<file path="src/rtl/io_responder.sv">
// io_responder: peripheral endpoint of the CPU 8-bit IO port.
// Decodes IO writes into a small command protocol, buffers outbound bytes in a
// transmit FIFO (valid/ready source) and inbound bytes in a receive FIFO
// (valid/ready sink). IO reads return either a status byte or the RX head.
//
//   state   | meaning
//   --------+---------------------------------------------------------
//   ST_CMD  | next iow byte is a command (0x01..0x04, others ignored)
//   ST_DATA | next iow byte is pushed into the TX FIFO, then back to CMD
//
// Status byte: {tx_ovf, rx_unf, 2'b00, tx_full, tx_empty, rx_full, rx_empty}
module io_responder #(
  parameter int DEPTH = 4
) (
  input  logic       clk,
  input  logic       rst,
  input  logic       iow,
  input  logic [7:0] ioout,
  input  logic       ior,
  output logic [7:0] ioin,
  output logic [7:0] tx_data,
  output logic       tx_valid,
  input  logic       tx_ready,
  input  logic [7:0] rx_data,
  input  logic       rx_valid,
  output logic       rx_ready
);

  localparam int AW = (DEPTH > 1) ? $clog2(DEPTH) : 1;
  localparam int PW = AW + 1;

  typedef enum logic {ST_CMD, ST_DATA} state_e;
  typedef enum logic {SEL_STATUS, SEL_RXDATA} rsel_e;

  state_e        state_q, state_d;
  rsel_e         rsel_q, rsel_d;
  logic [PW-1:0] tx_wr_q, tx_wr_d, tx_rd_q, tx_rd_d;
  logic [PW-1:0] rx_wr_q, rx_wr_d, rx_rd_q, rx_rd_d;
  logic          tx_ovf_q, tx_ovf_d, rx_unf_q, rx_unf_d;

  logic [7:0]    tx_mem [DEPTH];
  logic [7:0]    rx_mem [DEPTH];

  logic          tx_empty, tx_full, rx_empty, rx_full;
  logic          cmd_wr, data_wr, flush;
  logic          tx_push, tx_pop, rx_push, rx_pop;
  logic          rd_stat, rd_rx;
  logic [7:0]    status_byte;

  // Full/empty come from start-of-cycle pointers, so same-cycle pops never
  // make room for a push and same-cycle pushes never satisfy a pop.
  assign tx_empty = (tx_wr_q == tx_rd_q);
  assign tx_full  = (tx_wr_q[AW-1:0] == tx_rd_q[AW-1:0]) && (tx_wr_q[AW] != tx_rd_q[AW]);
  assign rx_empty = (rx_wr_q == rx_rd_q);
  assign rx_full  = (rx_wr_q[AW-1:0] == rx_rd_q[AW-1:0]) && (rx_wr_q[AW] != rx_rd_q[AW]);

  assign cmd_wr  = iow && (state_q == ST_CMD);
  assign data_wr = iow && (state_q == ST_DATA);
  assign flush   = cmd_wr && (ioout == 8'h04);

  assign tx_push = data_wr && !tx_full;
  assign tx_pop  = !tx_empty && tx_ready;
  assign rx_push = rx_valid && !rx_full;

  // Reads decode against the pre-write select, even when a command lands
  // in the same cycle.
  assign rd_stat = ior && (rsel_q == SEL_STATUS);
  assign rd_rx   = ior && (rsel_q == SEL_RXDATA);
  assign rx_pop  = rd_rx && !rx_empty;

  assign status_byte = {tx_ovf_q, rx_unf_q, 2'b00, tx_full, tx_empty, rx_full, rx_empty};

  assign ioin     = (rsel_q == SEL_STATUS) ? status_byte
                  : (rx_empty ? 8'h00 : rx_mem[rx_rd_q[AW-1:0]]);
  assign tx_data  = tx_empty ? 8'h00 : tx_mem[tx_rd_q[AW-1:0]];
  assign tx_valid = !tx_empty;
  assign rx_ready = !rx_full;

  // Next-state: command decode, pointer advance, sticky flags; flush last so it wins.
  always_comb begin
    state_d  = state_q;
    rsel_d   = rsel_q;
    tx_wr_d  = tx_wr_q;
    tx_rd_d  = tx_rd_q;
    rx_wr_d  = rx_wr_q;
    rx_rd_d  = rx_rd_q;
    tx_ovf_d = tx_ovf_q;
    rx_unf_d = rx_unf_q;

    unique case (state_q)
      ST_CMD: begin
        if (iow) begin
          case (ioout)
            8'h01:   state_d = ST_DATA;
            8'h02:   rsel_d  = SEL_STATUS;
            8'h03:   rsel_d  = SEL_RXDATA;
            default: state_d = ST_CMD;
          endcase
        end
      end
      ST_DATA: begin
        if (iow) state_d = ST_CMD;
      end
      default: state_d = ST_CMD;
    endcase

    if (tx_push) tx_wr_d = tx_wr_q + PW'(1);
    if (tx_pop)  tx_rd_d = tx_rd_q + PW'(1);
    if (rx_push) rx_wr_d = rx_wr_q + PW'(1);
    if (rx_pop)  rx_rd_d = rx_rd_q + PW'(1);

    // A clear by status read loses to a set event in the same cycle.
    if (rd_stat) begin
      tx_ovf_d = 1'b0;
      rx_unf_d = 1'b0;
    end
    if (data_wr && tx_full)  tx_ovf_d = 1'b1;
    if (rd_rx && rx_empty)   rx_unf_d = 1'b1;

    if (flush) begin
      tx_wr_d  = '0;
      tx_rd_d  = '0;
      rx_wr_d  = '0;
      rx_rd_d  = '0;
      tx_ovf_d = 1'b0;
      rx_unf_d = 1'b0;
    end
  end

  // State register with synchronous reset.
  always_ff @(posedge clk) begin
    if (rst) begin
      state_q  <= ST_CMD;
      rsel_q   <= SEL_STATUS;
      tx_wr_q  <= '0;
      tx_rd_q  <= '0;
      rx_wr_q  <= '0;
      rx_rd_q  <= '0;
      tx_ovf_q <= 1'b0;
      rx_unf_q <= 1'b0;
    end else begin
      state_q  <= state_d;
      rsel_q   <= rsel_d;
      tx_wr_q  <= tx_wr_d;
      tx_rd_q  <= tx_rd_d;
      rx_wr_q  <= rx_wr_d;
      rx_rd_q  <= rx_rd_d;
      tx_ovf_q <= tx_ovf_d;
      rx_unf_q <= rx_unf_d;
    end
  end

  // FIFO storage; contents need no reset because empty masks the head.
  always_ff @(posedge clk) begin
    if (!rst && tx_push) tx_mem[tx_wr_q[AW-1:0]] <= ioout;
    if (!rst && rx_push) rx_mem[rx_wr_q[AW-1:0]] <= rx_data;
  end

endmodule

</file>
<file path="config.mk">
export PLATFORM = sky130hd
export DESIGN_NAME = io_responder
export DESIGN_NICKNAME = d
export VERILOG_FILES = /design/src/rtl/io_responder.sv
export SDC_FILE = /design/constraint.sdc
export NUM_CORES = 1
export LEC_CHECK = 0
export ABC_AREA = 1
export CAP_MARGIN = 15
export CORE_MARGIN = 2
export CORE_UTILIZATION = 30
export DETAILED_ROUTE_END_ITERATION = 10
export SLEW_MARGIN = 20
export SYNTH_ARGS = -nofsm -noshare
export SYNTH_HDL_FRONTEND = slang
export SYNTH_SLANG_ARGS = --single-unit
export TNS_END_PERCENT = 100
</file>
<file path="constraint.sdc">
create_clock -name clk -period 1.8 [get_ports clk]
set_input_delay 0.36 -clock clk [delete_from_list [all_inputs] [get_ports clk]]
set_output_delay 0.36 -clock clk [all_outputs]
set_load 0.02 [all_outputs]
</file>
==> reports/qor.txt <==
Top cells by count, synth: 71 x nand2_1, 65 x nor2_1, 64 x edfxtp_1
Worst Hold Class: reg2reg
Routability-driven placement congestion ratio: 0.792
Num CTS Buffers: 9
Synthesis-to-layout area growth: 41.5%
Placeable Area: 0.0126 mm2
IO Port Bufs: 39
Crit-path slowest cell: dfxtp_4
# hold bufs at CTS: 0
CTS Sinks: 84
Vias in the first global route: 2,968
DR pass1 iterations: 4
Initial DRC count: 124
Non-filler cells, final: 672
H-tree levels: 3
Crit. Startpoint: tx_wr_q[2]
CP endpoint: ioin[2]
Post-Syn Instances: 390
Vias per std cell: 4.38
GRT Util Overall: 13.1%
Synth area leader: edfxtp_1
Hold Violations, Final: 0
Reg2Reg Capture Point: rx_mem[1][7]
RR Startpoint: rx_wr_q[0]
Post-layout nets: 527
CTS max path bufs: 2
CP max FO: 4
Most frequent cell after synthesis: nand2_1
Ys flop type: edfxtp_1
Grt ovf: 0
Critical Path AT: 1.43 ns
Fin area: 0.00549 mm2
Share of the synthesized area in the top cell type: 49.6%
Fmax: 558 MHz
Seq cells post-synth: 84
CTS tree: built
LEAKAGE: 2.23 nW
Fraction of layout cells with a size suffix above 1: 37.6%
Filler Cells Inserted: 1,215
Die area: 0.0138 mm2
# DRC: 0
Crit. End Element: primary output
Average size of a mapped cell: 9.94 um2
Max IR drop VDD: 0.000510 V
Vias: 2,944
Ys async rst share: 0%
Worst-path clk slew: 0.06 ns
R2R setup slack: 0.07 ns
Unrepaired setup endpoints after global routing: true
CP startpoint kind: register
Dpl cell area: 0.00489 mm2
Post-synthesis sequential area ratio: 59.9%
Synth warn: 0
Routed WL per cell: 13.0 um
Power Dens Cells: 825 mW/mm2
Clock skew: 0.00560 ns
Initial antenna violation count: 0
Syn_nets: 422
Routed WL: 8750 um
Critical path type: reg2out
Crit. path cell count: 7
Post-DP HPWL: 6140 um
Initial Util: 30.7%
Die width: 118 um
CP bufs+invs: 3
Final setup margin: 0.00674 ns
CP Data Required Time: 1.44 ns
Dpl cells: 648
Tightest Pin Transition: 0.301 ns
Root buffer cell: clkbuf_16
Max cap viols: 0
Status: finished clean
Minimum clock period: 1.79 ns
Synth area leaders: edfxtp_1 50%, dfxtp_1 10%, nand2_1 6.9%
Setup TNS: 0 ns
CP max stage delay: 0.36 ns
I/O pins: 40
DRT antenna net count: 0
Final Cycle Share: 99.6%
Final setup vio count: 0
Antenna Cells: 0
Hold Crit Depth: 2
Post-synth EDFFs: 64
Pin count of the biggest net entering global routing: 17
Final hold slack: 0.475 ns
Top Family by Delay on Critical Path: flip-flops
Depth of the most critical reg-to-reg path: 12
FP Rows: 41
Yosys cell types: 29
First-pass GRT wire length: 14,400 um
Max transition margin: 79.9%
Die Height: 118 um
Clock Latency Late Sink: 0.33 ns
Pre-CTS worst setup slack: -0.189 ns
Final Max Tran Viols: 0
Cell area after synthesis: 0.00388 mm2
CP cell instances: inv_2, nand2_2, nand2_2, nand3_4, buf_6, o22ai_4, buf_6
## registers in the layout, summed over array words and instances, names as in the netlist, named ones only
name	cells
rsel_q	1
tx_mem	32
tx_wr_q	3
rx_rd_q	3
state_q	1
rx_mem	32
tx_ovf_q	1
tx_rd_q	3
rx_wr_q	3
rx_unf_q	1
## layout make-up
type | instances | area, um2 | share of cell area, %
Timing Repair Buffer | 104 | 948 | 17.3
Sequential cell | 84 | 2360 | 43.0
Multi-Input combinational cell | 250 | 1470 | 26.8
Clock buffer | 12 | 236 | 4.31
Inverter | 46 | 188 | 3.42
Clock inverter | 4 | 73.8 | 1.35
Tap cell | 172 | 215 | 3.92
## cells by family (layout without fill, tap and decap cells)
logic type,after synthesis,in the layout,synth area share [%]
and+or+nand+nor,190,190,23.4
DFF,84,84,59.9
buffers and inverters,56,166,6.29
AOI/OAI and AO/OA,46,46,6.32
adders and majority gates,10,10,3.23
xor gates and xnor gates,4,4,0.903
## where the power goes
| part | switching (W) | internal, W |
|---|---|---|
| Combinational | 0.000244 | 0.000232 |
| Clock | 0.000703 | 0.00122 |
| Sequential | 0.0000175 | 0.00211 |
| Total | 0.000965 | 0.00356 |
## worst min-delay path by stage
stage | start | endpoint
3_5_place_dp | tx_ovf_q | tx_ovf_q
6_report | tx_ovf_q | tx_ovf_q
4_1_cts | tx_ovf_q | tx_ovf_q
2_1_floorplan | rst | state_q
3_3_place_gp | rx_unf_q | rx_unf_q
5_1_grt | tx_ovf_q | tx_ovf_q
## cell usage in the layout, fill, tap and decap left out, types with 4 or more instances in the layout
| cell type | count |
|---|---|
| edfxtp_1 | 64 |
| nand2_1 | 61 |
| nor2_1 | 60 |
| buf_4 | 56 |
| inv_1 | 24 |
| buf_6 | 22 |
| o21ai_1 | 21 |
| clkdlybuf4s50_1 | 21 |
| nand3_1 | 19 |
| inv_2 | 18 |
| nand2_2 | 18 |
| dfxtp_2 | 12 |
| ha_1 | 10 |
| o21ai_0 | 9 |
| clkbuf_16 | 9 |
| nand2_4 | 6 |
| nor2_2 | 6 |
| a21oi_1 | 6 |
| nor2_4 | 5 |
| dfxtp_4 | 5 |
| nand3_4 | 4 |
| nand3b_1 | 4 |
| xor2_1 | 4 |
## routing by layer
metal  global-route usage [%]  vias up  wire (um)
met5                        0        -          0
met4                     3.61        0         95
met3                     3.97       12        298
met2                     22.4       49       4370
met1                     16.0     1388       3990
li1                         -     1495          -
## repair_timing
item,in CTS,in global routing
pin swaps,3,14
buffers inserted,4,5
setup endpoints to repair,34,70
cloned,0,0
endpoints found under the hold margin,0,0
gates resized for setup,100,91
## tightest hold or removal path: stages, from the launching register on
cell	delay, ns
dfxtp_1	0.31
nand2_1	0.06
a21oi_1	0.06
## stage by stage
stage	power, W	utilization, %
2_1_floorplan	0.00237	-
3_3_place_gp	0.00259	38.8
3_5_place_dp	0.00259	38.8
4_1_cts	0.00453	41.4
5_1_grt	0.00471	43.5
6_report	0.00452	43.5
No activity file was read; power rests on OpenSTA's default activity.
